File: src/rtl/mf8_ram_bridge.sv
// mf8 data-RAM bridge: byte requests from the core sequenced onto one 16-bit SPRAM with nibble masks.
// Define MF8_RAMBR_POSTED_WR_EN to enable the one-entry posted-write buffer.
module mf8_ram_bridge #(
    parameter int unsigned WORDS       = 16384,
    parameter int unsigned WAIT_STATES = 0
) (
    input  logic        Clk,
    input  logic        Reset,
    input  logic [15:0] zz,
    input  logic [7:0]  wdata,
    input  logic        ram_read,
    input  logic        ram_write,
    output logic [7:0]  ram_datain,
    output logic        ram_ready,
    output logic        err_ovr,
    output logic [13:0] sp_addr,
    output logic [15:0] sp_din,
    output logic [3:0]  sp_maskwe,
    output logic        sp_we,
    output logic        sp_cs,
    input  logic [15:0] sp_dout
);

    localparam logic [16:0] ByteLimit = 17'(2 * WORDS);
    localparam logic [2:0]  WaitLoad  = 3'((WAIT_STATES == 0) ? 0 : (WAIT_STATES - 1));

    typedef enum logic [2:0] {
        StIdle,
        StAccess,
        StCapture,
        StWait,
        StDone
    } state_e;

    state_e      state_q, state_d;
    logic [13:0] op_word_q, op_word_d;
    logic        op_lane_q, op_lane_d;
    logic [7:0]  op_data_q, op_data_d;
    logic        op_wr_q, op_wr_d;
    logic        op_rng_q, op_rng_d;
    logic [2:0]  wait_q, wait_d;
    logic [7:0]  rbyte_q, rbyte_d;
    logic [7:0]  datain_q, datain_d;
    logic        err_q, err_d;
`ifdef MF8_RAMBR_POSTED_WR_EN
    logic        buf_valid_q, buf_valid_d;
    logic        rd_pend_q, rd_pend_d;
    logic [15:0] rd_addr_q, rd_addr_d;
    logic        post_ack_q, post_ack_d;
`endif

    logic        req_any;
    logic        take;
    logic        take_wr;
    logic [15:0] take_addr;

    assign req_any = ram_read | ram_write;
    assign err_ovr = err_q;

    always_comb begin
        state_d   = state_q;
        op_word_d = op_word_q;
        op_lane_d = op_lane_q;
        op_data_d = op_data_q;
        op_wr_d   = op_wr_q;
        op_rng_d  = op_rng_q;
        wait_d    = wait_q;
        rbyte_d   = rbyte_q;
        datain_d  = datain_q;
        err_d     = err_q;
`ifdef MF8_RAMBR_POSTED_WR_EN
        buf_valid_d = buf_valid_q;
        rd_pend_d   = rd_pend_q;
        rd_addr_d   = rd_addr_q;
        post_ack_d  = 1'b0;
`endif
        take       = 1'b0;
        take_wr    = ram_write;
        take_addr  = zz;
        sp_cs      = 1'b0;
        sp_we      = 1'b0;
        sp_addr    = '0;
        sp_din     = '0;
        sp_maskwe  = '0;
        ram_ready  = 1'b0;
        ram_datain = datain_q;

        unique case (state_q)
            StIdle: begin
`ifdef MF8_RAMBR_POSTED_WR_EN
                // A read parked behind a drain launches before any new request.
                if (rd_pend_q) begin
                    take      = 1'b1;
                    take_wr   = 1'b0;
                    take_addr = rd_addr_q;
                    rd_pend_d = 1'b0;
                    if (req_any) err_d = 1'b1;
                end else if (req_any) begin
                    take = 1'b1;
                    if (ram_write) begin
                        buf_valid_d = 1'b1;
                        post_ack_d  = 1'b1;
                    end
                    if (ram_read && ram_write) err_d = 1'b1;
                end
`else
                if (req_any) begin
                    take = 1'b1;
                    if (ram_read && ram_write) err_d = 1'b1;
                end
`endif
            end
            StAccess: begin
                if (op_rng_q) begin
                    sp_cs   = 1'b1;
                    sp_addr = op_word_q;
                    if (op_wr_q) begin
                        sp_we     = 1'b1;
                        sp_din    = {op_data_q, op_data_q};
                        sp_maskwe = op_lane_q ? 4'b1100 : 4'b0011;
                    end
                end
                state_d = StCapture;
            end
            StCapture: begin
                if (!op_wr_q) begin
                    if (!op_rng_q)      rbyte_d = 8'h00;
                    else if (op_lane_q) rbyte_d = sp_dout[15:8];
                    else                rbyte_d = sp_dout[7:0];
                end
                wait_d  = WaitLoad;
                state_d = (WAIT_STATES == 0) ? StDone : StWait;
            end
            StWait: begin
                if (wait_q == 3'd0) state_d = StDone;
                else                wait_d  = wait_q - 3'd1;
            end
            StDone: begin
`ifdef MF8_RAMBR_POSTED_WR_EN
                // Drains were acknowledged when posted, so they finish silently.
                ram_ready   = !buf_valid_q;
                buf_valid_d = 1'b0;
`else
                ram_ready = 1'b1;
`endif
                if (!op_wr_q) begin
                    ram_datain = rbyte_q;
                    datain_d   = rbyte_q;
                end
                state_d = StIdle;
            end
            default: state_d = StIdle;
        endcase

        if (take) begin
            state_d   = StAccess;
            op_word_d = take_addr[14:1];
            op_lane_d = take_addr[0];
            op_data_d = wdata;
            op_wr_d   = take_wr;
            op_rng_d  = ({1'b0, take_addr} < ByteLimit);
        end

        if (state_q != StIdle && req_any) begin
`ifdef MF8_RAMBR_POSTED_WR_EN
            if (ram_read && !ram_write && buf_valid_q && !rd_pend_q) begin
                rd_pend_d = 1'b1;
                rd_addr_d = zz;
            end else begin
                err_d = 1'b1;
            end
`else
            err_d = 1'b1;
`endif
        end

`ifdef MF8_RAMBR_POSTED_WR_EN
        if (post_ack_q) ram_ready = 1'b1;
`endif
    end

    always_ff @(posedge Clk) begin
        if (Reset) begin
            state_q   <= StIdle;
            op_word_q <= '0;
            op_lane_q <= 1'b0;
            op_data_q <= '0;
            op_wr_q   <= 1'b0;
            op_rng_q  <= 1'b0;
            wait_q    <= '0;
            rbyte_q   <= '0;
            datain_q  <= '0;
            err_q     <= 1'b0;
`ifdef MF8_RAMBR_POSTED_WR_EN
            buf_valid_q <= 1'b0;
            rd_pend_q   <= 1'b0;
            rd_addr_q   <= '0;
            post_ack_q  <= 1'b0;
`endif
        end else begin
            state_q   <= state_d;
            op_word_q <= op_word_d;
            op_lane_q <= op_lane_d;
            op_data_q <= op_data_d;
            op_wr_q   <= op_wr_d;
            op_rng_q  <= op_rng_d;
            wait_q    <= wait_d;
            rbyte_q   <= rbyte_d;
            datain_q  <= datain_d;
            err_q     <= err_d;
`ifdef MF8_RAMBR_POSTED_WR_EN
            buf_valid_q <= buf_valid_d;
            rd_pend_q   <= rd_pend_d;
            rd_addr_q   <= rd_addr_d;
            post_ack_q  <= post_ack_d;
`endif
        end
    end

endmodule
File: config.mk
export PLATFORM = sky130hd
export DESIGN_NAME = mf8_ram_bridge
export DESIGN_NICKNAME = d
export VERILOG_FILES = /design/src/rtl/mf8_ram_bridge.sv
export SDC_FILE = /design/constraint.sdc
export NUM_CORES = 1
export LEC_CHECK = 0
export BUFFER_PORTS_ARGS = -buffer_cell sky130_fd_sc_hd__clkbuf_2
export CORE_UTILIZATION = 49
export DETAILED_ROUTE_END_ITERATION = 10
export HOLD_SLACK_MARGIN = 0.06
export PLACE_DENSITY_LB_ADDON = 0.15
export REMOVE_ABC_BUFFERS = 1
export SETUP_SLACK_MARGIN = 0.02
export SLEW_MARGIN = 20
export SYNTH_ARGS = -nofsm -noshare
export SYNTH_HDL_FRONTEND = slang
export SYNTH_SLANG_ARGS = --single-unit
export TNS_END_PERCENT = 10
File: constraint.sdc
create_clock -name Clk -period 2.34 [get_ports Clk]
set_clock_uncertainty 0.15 [all_clocks]
set_input_delay 0.351 -clock Clk [delete_from_list [all_inputs] [get_ports Clk]]
set_output_delay 0.351 -clock Clk [all_outputs]
set_load 0.01 [all_outputs]
## After elaboration in Yosys (flattened, before gate mapping)

Cells that the tools add are included.

- Bits in registers: 48
- Output and inout bits: 46

- $add $sub $neg: 1
- Order comparisons: 1
- Eq/ne operators: 8
- Multiplexer cells: 30
- Bitwise logic cells: 3
- Reduce and logical (&&, ||, !) cells: 15

Operator list:

| kind | number |
|---|---|
| 16-bit two-way mux | 3 |
| 8-bit two-way mux | 4 |
| 14-bit two-way mux | 2 |
| 16-bit < comparator (second input constant) | 1 |
| 4-bit two-way mux | 4 |
| 1-bit two-way mux | 13 |
| 3-bit case mux with 4 select lines | 1 |
| 2-bit AND reduction | 4 |
| 2-bit nonzero test | 4 |
| 3-bit by 2-bit == test with 1-bit output (second input constant) | 2 |
| 3-bit zero test | 2 |
| 3-bit two-way mux | 2 |
| 2-bit != test (second input constant) | 3 |
| 3-bit case mux with 2 select lines | 1 |
| 3-bit by 1-bit == test with 1-bit output (second input constant) | 1 |
| 3-bit == test (second input constant) | 1 |
| 3-bit != test (second input constant) | 1 |
| 3-bit AND reduction | 1 |
| 3-bit nonzero test | 1 |
| 3-bit by 1-bit subtractor with 3-bit output (second input constant) | 1 |
| 1-bit logical AND | 2 |
| 1-bit inverter | 2 |
| 2-bit OR reduction | 1 |
| 1-bit bitwise OR | 1 |

## Longest topological paths before layout

Gate-level depths: netlist of the first run.

- Depth after elaboration: 5
- Gate-level depth with buffers: 5
- Gate-level depth less buffers: 5

## Least setup slack after synthesis of the first run

No wires, ideal clock.

- Path type: register -> output
- Start point: reg state_q[1]
- End point: out sp_maskwe[1]
- Arrival time: 1.401 ns
- Data required time: 1.839 ns
- Path slack: 0.438 ns
- Cell stages (with the launch flop): 6
- Buffers on the path: 2
- Cell sequence: dfxtp_1 buf_4 and4bb_2 and2_1 nor2b_1 buf_4

- Word-level cells in the longest chain between the ends: 2

Ends and longest elaborated chain:

| what | line | text |
|---|---|---|
| from (decl) | 35 | `state_e state_q, state_d;` |
| from (signal assigned) | 184 | `state_q <= StIdle;` |
| from (signal assigned) | 201 | `state_q <= state_d;` |
| 3-bit by 1-bit == test with 1-bit output | 88 | `unique case (state_q)` |
| 4-bit two-way mux | 88 |  |
| to (decl) | 18 | `output logic [3:0] sp_maskwe,` |

No other way between the ends.

## Worst setup path in the final report of the first run

- Start point: reg state_q[1]
- End point: out sp_din[5]

- Word-level cells in the longest chain between the ends: 2

Ends and longest elaborated chain:

| what | line | text |
|---|---|---|
| 3-bit by 1-bit == test with 1-bit output | 88 |  |
| 16-bit two-way mux | 88 |  |
| to (decl) | 17 | `output logic [15:0] sp_din,` |

No other way between the ends.

==> results of run 1 <==
==> cell families (layout without fill, tap and decap cells) <==
family | count (synthesis) | in the layout | share of synthesized area (%)
AND/OR/NAND/NOR | 102 | 102 | 30.88
flip-flops | 48 | 48 | 40.61
buffers and inverters | 35 | 108 | 8.038
adder cells (fa/ha/maj) | 2 | 2 | 1.057
AO/OA/AOI/OAI | 43 | 43 | 11.26
multiplexers | 18 | 18 | 8.144
==> final timing paths <==
path	start	to	slack (ns)	cells after the start
worst min register to register	rbyte_q[3]	rbyte_q[3]	0.32	1
worst min-delay path	zz[15]	op_rng_q	0.07	2
worst max-delay path	state_q[1]	sp_din[5]	0.09	4
worst max register to register	state_q[1]	wait_q[1]	0.55	3
==> per-stage QoR <==
stage / power [mW] / utilization, % / cell area (µm²) / cells
after CTS: 1.754 / 63.92 / 2879 / 373
after global placement: 1.160 / 61.42 / 2766 / 365
final: 1.739 / 63.97 / 2882 / 373
after detailed placement: 1.166 / 61.42 / 2766 / 365
after global routing: 1.823 / 63.97 / 2882 / 373
after floorplan: 1.051 / - / 2191 / 217
==> layer usage <==
metal / track usage (%) / vias to the layer above
met2: 33.65 / 68
met4: 3.922 / 0
met5: 0 / -
met3: 4.923 / 4
li1: - / 1002
met1: 26.89 / 939
==> flip-flops by register name, indices dropped and copies added (netlist names) <==
signal	count
datain_q	8
err_ovr	1
op_data_q	8
op_lane_q	1
op_rng_q	1
op_word_q	14
op_wr_q	1
rbyte_q	8
state_q	3
wait_q	3
==> power groups by stage <==
stage,sequential [mW],combinational [mW],clock (mW)
6_report,0.913,0.235,0.591
5_1_grt,0.923,0.264,0.636
4_1_cts,0.913,0.236,0.605
3_5_place_dp,0.931,0.235,0
3_3_place_gp,0.929,0.232,0
2_1_floorplan,0.920,0.131,0
==> layout by cell type (no fill, tap or decap), types with 2 or more instances in the layout <==
| cell | synthesis | layout |
|---|---|---|
| nor3_1 | 2 | 2 |
| and2_1 | 16 | 16 |
| and3_1 | 9 | 9 |
| nor3b_1 | 2 | 2 |
| mux2i_1 | 8 | 8 |
| nand2_1 | 3 | 3 |
| buf_4 | 11 | 6 |
| clkbuf_8 | 0 | 5 |
| o2bb2ai_1 | 8 | 8 |
| inv_1 | 4 | 4 |
| dfxtp_1 | 48 | 45 |
| nor2b_1 | 2 | 2 |
| o21ai_0 | 23 | 23 |
| mux2_2 | 10 | 10 |
| nand2b_1 | 24 | 24 |
| ha_1 | 2 | 2 |
| and2b_1 | 8 | 8 |
| nor2_1 | 5 | 5 |
| dfxtp_2 | 0 | 3 |
| a211oi_1 | 2 | 2 |
| clkbuf_2 | 2 | 89 |
| nand4b_1 | 23 | 23 |
| a21oi_1 | 4 | 4 |
==> cell usage after synthesis (2+ instances only) <==
cell and count:
buf_6 2, mux2i_1 8, and3_1 9, nor2_1 5, nand4b_1 23, nand2b_1 24
ha_1 2, clkbuf_2 2, a21oi_1 4, and2b_1 8, inv_1 4, nor2b_1 2
o21ai_0 23, a211oi_1 2, nor3_1 2, clkbuf_1 16, buf_4 11, mux2_2 10
nand2_1 3, dfxtp_1 48, o2bb2ai_1 8, and2_1 16, nor3b_1 2
==> final cells by class <==
| class | instances | area, µm² | area share (%) |
|---|---|---|---|
| multi-input cells | 165 | 1215 | 42.16 |
| clock buffers | 5 | 68.82 | 2.388 |
| well taps | 52 | 65.06 | 2.258 |
| inverters | 4 | 15.01 | 0.5211 |
| repair buffers | 96 | 510.5 | 17.72 |
| clock inverters | 3 | 42.54 | 1.476 |
| flip-flops and latches | 48 | 964.7 | 33.48 |
==> impl_metrics.toml, run 1 <==
[run_status]
outcome = "completed"

[clock_network]
post_cts_buffers = 0
cts_buffer_depth = 2
htreeDepth = 2
clock_sinks = 48
ctsHoldBuffers = 0
cts.clk_slew.worst_paths_ns = 0.09
post_cts_resized = 1
cts_root_buf = "clkbuf_8"
clk_latency_ns = 0.30
cts_buffers = 5
tritoncts = "yes"

[critical_path]
cp-start-kind = "register"
crit_arrival_ns = 1.74
required_ns = 1.84
crit_fanout = 19
worst-setup-path-type = "register to output port"
path_cells = "and4bb_2 -> buf_12 -> and3_1 -> clkbuf_2"
crit_family = "flip-flops"
end_kind = "output port"
slowest_stage = "dfxtp_1"
max_stage_delay_ns = 0.58
path_buf_inv = 2

[logic_synthesis]
yosys_warnings = 0
ys_types = 37
yosys_most_used_dff = "dfxtp_1"
yosysSeqAreaShare_pct = 40.61
synth_edf_count = 0
yosys.area.top_type = "dfxtp_1"
synthTopCellsByArea = "dfxtp_1 (41%), nand4b_1 (8.5%), nand2b_1 (6.3%), o21ai_0 (4.9%), mux2_2 (4.8%)"
synth.top_cell.area_share_pct = 40.61
yosys_register_bits = 48
netlist_area_um2 = 2366
syn_area_per_cell_um2 = 9.540
synthArstFlopShare_pct = 0
postSynthCellCount = 248

[route]
wl_met1_mm = 2.394
wl_per_cell_um = 13.67
drt-initial-drc-count = 103
firstDrtPassIters = 4
vias = 2013
top_layer = "met4"
ant_nets = 0
wl_met2_mm = 2.387
wl_mm = 5.099
viasPerCell = 5.397
drc = 0
met3_length_um = 285

[pwr]
switching_power_mw = 0.4443
swShare_pct = 25.54
ir_drop_v = 0.0003670
p_int_mw = 1.295
power.density_nw_per_um2 = 603.6
sequentialPowerShare_pct = 52.5
power.leakage_nw = 1.314
clkPwrFrac_pct = 34.0
combPwrFrac_pct = 13.5

[floorplan]
initial_core_util_pct = 52.53
die-area_um2 = 5111
chipWidth_um = 71.49
num_rows = 24
coreArea_um2 = 4504
die_h_um = 71.49
ioPinCount = 90

[placement]
post-place-ws_ns = 0.3177
place_hpwl_mm = 3.425
gp_congestion = 0.7209
port_buffers = 89

[global_routing]
grt.overflow.total = 0
grt_max_degree = 36
track_usage_pct = 20.17
grt_pass1_wl_mm = 8.300
grt_pass1_vias = 1804
antenna_found_initial = 0

[sta]
hold_ws_ns = 0.07323
finalSetupViolations = 0
grt_setup_unrepaired = "yes"
slew-limit-headroom_pct = 49.83
tightest_slew_ns = 0.7525
fin_setup_tns_ns = 0
slew_violations = 0
hold_viol_final = 0
max_freq_ghz = 0.4453
fin_crit_ns = 2.246
fin_crit_sh_pct = 95.97
worst_slack_ns = 0.09426

[finish]
drive_gt1_share_pct = 38.32
nFillCells = 411
nNetsFinal = 366
antennaDiodeCount = 0
area_growth_pct = 21.79

[job]
cap_violations = 0

[min_path]
hold_path_class = "input pin to register"
No activity file was read; power rests on OpenSTA's default activity.
==> run 2, diff against run 1 <==
--- a/config.mk
+++ b/config.mk
@@ -5,6 +5,7 @@
 export SDC_FILE = /design/constraint.sdc
 export NUM_CORES = 1
 export LEC_CHECK = 0
+export ABC_AREA = 1
 export BUFFER_PORTS_ARGS = -buffer_cell sky130_fd_sc_hd__clkbuf_2
 export CORE_UTILIZATION = 49
 export DETAILED_ROUTE_END_ITERATION = 10
==> run 2 against run 1 <==
Effect of this change:
- via count up 11%
- hold slack better by 0.074 ns
- sequential share of layout area up 0.35 points
- highest routed layer unchanged
==> impl_metrics.toml, run 2 <==
[clock_network]
cts.clk_slew.worst_paths_ns = 0.09
clk_latency_ns = 0.30
post_cts_resized = 0
post_cts_buffers = 0
htreeDepth = 2
ctsHoldBuffers = 0
cts_root_buf = "clkbuf_8"
cts_buffer_depth = 2
tritoncts = "yes"
clock_sinks = 48
cts_buffers = 5

[floorplan]
die_h_um = 71.60
chipWidth_um = 71.60
coreArea_um2 = 4504
die-area_um2 = 5127
ioPinCount = 90
initial_core_util_pct = 52.69
num_rows = 24

[route]
viasPerCell = 4.769
wl_met2_mm = 2.238
drc = 0
wl_per_cell_um = 10.74
met3_length_um = 331
drt-initial-drc-count = 67
top_layer = "met4"
ant_nets = 0
wl_met1_mm = 2.407
vias = 2232
wl_mm = 5.027
firstDrtPassIters = 4

[sta]
grt_setup_unrepaired = "yes"
max_freq_ghz = 0.4627
slew-limit-headroom_pct = 62.35
hold_viol_final = 0
fin_crit_ns = 2.161
finalSetupViolations = 0
tightest_slew_ns = 0.5648
worst_slack_ns = 0.1789
fin_setup_tns_ns = 0
fin_crit_sh_pct = 92.36
slew_violations = 0

[critical_path]
end_kind = "output port"
r2r-start = "state_q[0]"
cp-start-kind = "register"
reg2reg_slack_ns = 0.82
worst-setup-path-type = "register to output port"
crit_fanout = 16
crit_start = "state_q[0]"
required_ns = 1.84
r2r-end = "state_q[2]"
worst_r2r_path_depth = 6
crit_arrival_ns = 1.66

[min_path]
hold_path_class = "input pin to register"
hold_start = "zz[9]"
worstHoldEndpoint = "op_word_q[8]"
holdPathStages = 3

[finish]
final_util_pct = 63.06
area_growth_pct = 19.66
nNetsFinal = 461
top_register = "op_word_q"
layout_common_cells = "clkbuf_2 (89), nand2_1 (57), inv_1 (54), nor2_1 (54), dfxtp_1 (48)"
largest_reg_flops = 14
antennaDiodeCount = 0
final_common_cell = "clkbuf_2"
drive_gt1_share_pct = 29.57
nFillCells = 422

[logic_synthesis]
yosys_warnings = 0
netlist_area_um2 = 2374
yosys_register_bits = 48
yosys_most_used_dff = "dfxtp_1"
ys_types = 27
synth_most_common_cell = "nand2_1"
syn_area_per_cell_um2 = 6.940
synth_common_cells = "nand2_1 (58), inv_1 (54), nor2_1 (54)"
synth_edf_count = 0
yosys.area.top_type = "dfxtp_1"
synthTopCellsByArea = "dfxtp_1 (40%), nand2_1 (9.2%), inv_1 (8.5%), nor2_1 (8.5%), a21oi_1 (7.8%)"
synthArstFlopShare_pct = 0
synth.top_cell.area_share_pct = 40.48
postSynthCellCount = 342
yosysSeqAreaShare_pct = 40.48

[pwr]
power.density_nw_per_um2 = 616.3
power.leakage_nw = 1.379
sequentialPowerShare_pct = 50.9
power_mw = 1.750
clkPwrFrac_pct = 35.5
ir_drop_v = 0.0003924
switching_power_mw = 0.4492
swShare_pct = 25.66
combPwrFrac_pct = 13.5
p_int_mw = 1.301

[placement]
post-place-ws_ns = 0.4156
port_buffers = 89
place_hpwl_mm = 3.583
gp_congestion = 0.7916

[global_routing]
grt_pass1_wl_mm = 8.493
grt_max_degree = 27
grt.overflow.total = 0
antenna_found_initial = 0
track_usage_pct = 20.81
grt_pass1_vias = 1982

[job]
cap_violations = 0

[run_status]
outcome = "completed"
run 2: per-stage QoR:
step / hold WS (ns) / instance area, µm² / std cells
after global placement: 0.2982 / 2716 / 460
after global routing: 0.1501 / 2840 / 468
after floorplan: 0.2634 / 2183 / 316
final: 0.1476 / 2840 / 468
after detailed placement: 0.3027 / 2716 / 460
after CTS: 0.1451 / 2838 / 468
run 2: cell families (layout without fill, tap and decap cells):
group                      after synthesis  after routing  synth area share (%)
and+or+nand+nor                        150            150                 27.20
buffers and inverters                   84            158                 17.45
AOI/OAI and AO/OA                       58             58                 13.81
DFF                                     48             48                 40.48
adders and majority gates                2              2                 1.054
run 2: power by group through the flow:
stage	clock [mW]	combinational [mW]	sequential, mW
2_1_floorplan	0	0.145	0.904
3_3_place_gp	0	0.237	0.909
3_5_place_dp	0	0.239	0.909
4_1_cts	0.637	0.240	0.891
5_1_grt	0.670	0.273	0.898
6_report	0.622	0.237	0.891
run 2: final cells by class:
type	instances	area [µm²]	share of cell area, %
Timing Repair Buffer	92	467.9	16.48
Multi-Input combinational cell	210	1001	35.24
Inverter	58	224.0	7.885
Clock inverter	2	38.79	1.366
Clock buffer	6	82.58	2.907
Sequential cell	48	960.9	33.83
Tap cell	52	65.06	2.291
run 2: worst max path at each step:
stage                         end  slack, ns  cells past startpoint
floorplan                 op_wr_q       0.43                      4
global placement     sp_maskwe[2]       0.39                      5
detailed placement   sp_maskwe[2]       0.42                      5
CTS                  sp_maskwe[2]       0.07                      5
global route        ram_datain[0]      -0.02                      7
finish              ram_datain[3]       0.18                      7
run 2: critical path, stage by stage, from the launching register on:
cell and delay [ns]:
dfxtp_1 0.36, nor2_2 0.16, nand2_2 0.09, nor2_4 0.37, nand2_1 0.13, o21ai_2 0.09, inv_1 0.05, clkbuf_2 0.12
run 2: per-layer routing:
metal	vias up	GRT usage, %
met1	972	26.47
met2	73	34.80
met5	-	0
met3	5	4.923
li1	1182	-
met4	0	6.972
==> run 3, diff against run 2 <==
--- a/config.mk
+++ b/config.mk
@@ -10,7 +10,7 @@
 export CORE_UTILIZATION = 49
 export DETAILED_ROUTE_END_ITERATION = 10
 export HOLD_SLACK_MARGIN = 0.06
-export PLACE_DENSITY_LB_ADDON = 0.15
+export PLACE_DENSITY = 0.8
 export REMOVE_ABC_BUFFERS = 1
 export SETUP_SLACK_MARGIN = 0.02
 export SLEW_MARGIN = 20
==> constraint.sdc (replaced) <==
create_clock -name Clk -period 2.45 [get_ports Clk]
set_clock_uncertainty 0.15 [all_clocks]
set_input_delay 0.245 -clock Clk [delete_from_list [all_inputs] [get_ports Clk]]
set_output_delay 0.245 -clock Clk [all_outputs]
set_load 0.01 [all_outputs]
==> run 3 against run 2 <==
Effect of this change:
- sequential power decreased by 4.8%
- design area grew 6.9%
- first-iteration DRC count is 61% higher
- via count up 7.3%
- clock-buffer cell count rose by 2
- final cell count increased by 4.9%
- power decreased by 9.1%
- die area unchanged
- non-clock buffer count grew 23
- utilization grew 4.4 points
- sequential share of layout area decreased by 2.2 points
- critical path depth fell by 1
- highest routed layer unchanged
==> impl_metrics.toml, run 3 (same netlist as run 2, synthesis figures left out) <==
[sta]
finalSetupViolations = 0
hold_viol_final = 0
slew_violations = 0
hold_ws_ns = 0.08743
fin_crit_ns = 2.178
worst_slack_ns = 0.2718
slew-limit-headroom_pct = 66.02
fin_setup_tns_ns = 0
tightest_slew_ns = 0.5096
max_freq_ghz = 0.4591
fin_crit_sh_pct = 88.91
grt_setup_unrepaired = "no"

[route]
drt-initial-drc-count = 108
wl_per_cell_um = 11.89
drc = 0
vias = 2394
ant_nets = 0
wl_mm = 5.838
viasPerCell = 4.876
firstDrtPassIters = 4

[floorplan]
ioPinCount = 90
initial_core_util_pct = 52.69
chipWidth_um = 71.60
coreArea_um2 = 4504
num_rows = 24
die_h_um = 71.60
die-area_um2 = 5127

[pwr]
ir_drop_v = 0.0003327
swShare_pct = 26.89
power.density_nw_per_um2 = 524.2
sequentialPowerShare_pct = 53.3
power_mw = 1.592
power.leakage_nw = 1.459
p_int_mw = 1.164
combPwrFrac_pct = 16.5
switching_power_mw = 0.4280
clkPwrFrac_pct = 30.2

[critical_path]
path_cells = "inv_1 -> nand3_1 -> nor2_2 -> nand2_1 -> nor2_1 -> clkbuf_2"
cp-start-kind = "register"
path_buf_inv = 2
crit_family = "simple AND/OR/NAND/NOR gates"
worst-setup-path-type = "register to output port"
required_ns = 2.06
slowest_stage = "dfxtp_1"
end_kind = "output port"
crit_arrival_ns = 1.78
max_stage_delay_ns = 0.33
crit_fanout = 11

[finish]
drive_gt1_share_pct = 27.33
antennaDiodeCount = 0
fin_area_um2 = 3037
largest_reg_flops = 14
top_register = "op_word_q"
nNetsFinal = 484
area_growth_pct = 27.94
final_common_cell = "clkbuf_2"
layout_common_cells = "clkbuf_2 (89), nand2_1 (58), inv_1 (54), nor2_1 (54), dfxtp_1 (48)"

[clock_network]
cts_buffer_depth = 2
clock_sinks = 48
tritoncts = "yes"
clk_latency_ns = 0.30
htreeDepth = 2
cts_root_buf = "clkbuf_8"
post_cts_resized = 0
cts.clk_slew.worst_paths_ns = 0.08
cts_buffers = 5

[global_routing]
antenna_found_initial = 0
grt.overflow.total = 0
track_usage_pct = 24.07
grt_pass1_vias = 2149
grt_max_degree = 32
grt_pass1_wl_mm = 9.646

[placement]
gp_congestion = 0.8281
dpl_cell_area_um2 = 2716
place_hpwl_mm = 3.765
port_buffers = 89
post-place-ws_ns = 0.6074

[run_status]
outcome = "completed"

[job]
cap_violations = 0

[min_path]
hold_path_class = "input pin to register"
==> run 3: final cells by class <==
| class | instances | area, µm² |
|---|---|---|
| repair buffers | 115 | 698.2 |
| well taps | 52 | 65.06 |
| fillers | 380 | 1468 |
| flip-flops and latches | 48 | 960.9 |
| clock buffers | 8 | 90.09 |
| multi-input cells | 210 | 998.5 |
| inverters | 58 | 224.0 |
==> run 3: tightest hold or removal path, cell delays in order <==
cell and delay, ns:
clkbuf_2 0.10, nand3_1 0.09, o21ai_0 0.07
==> run 3: path summary, 6_finish.rpt <==
path,cells past startpoint,slack [ns],endpoint,from
max,6,0.27,sp_din[10],state_q[2]
min,3,0.09,op_wr_q,ram_write
max reg2reg,6,0.90,datain_q[0],state_q[0]
min reg2reg,2,0.32,op_word_q[1],op_word_q[1]
==> run 3: power groups by stage <==
stage | Sequential, mW | Clock [mW] | Combinational, mW
CTS | 0.848 | 0.493 | 0.259
global route | 0.853 | 0.525 | 0.295
finish | 0.848 | 0.481 | 0.263
global placement | 0.864 | 0 | 0.229
detailed placement | 0.866 | 0 | 0.230
floorplan | 0.863 | 0 | 0.138
==> run 3: metal layers <==
layer	GRT usage (%)	wire length [µm]	up-vias
li1	-	-	1232
met1	29.86	2603	1043
met2	41.09	2704	107
met3	4.782	419	12
met4	9.586	110	0
met5	0	0	-
==> run 3: stage by stage <==
| step | instances | utilization, % |
|---|---|---|
| 3_3_place_gp | 460 | 60.31 |
| 2_1_floorplan | 316 | - |
| 5_1_grt | 491 | 67.42 |
| 4_1_cts | 491 | 67.42 |
| 3_5_place_dp | 460 | 60.31 |
| 6_report | 491 | 67.42 |
==> run 3: what timing repair did <==
item | CTS | global route
endpoints found under the hold margin | 23 | 0
buffers inserted | 0 | 0
hold buffers | 23 | 0
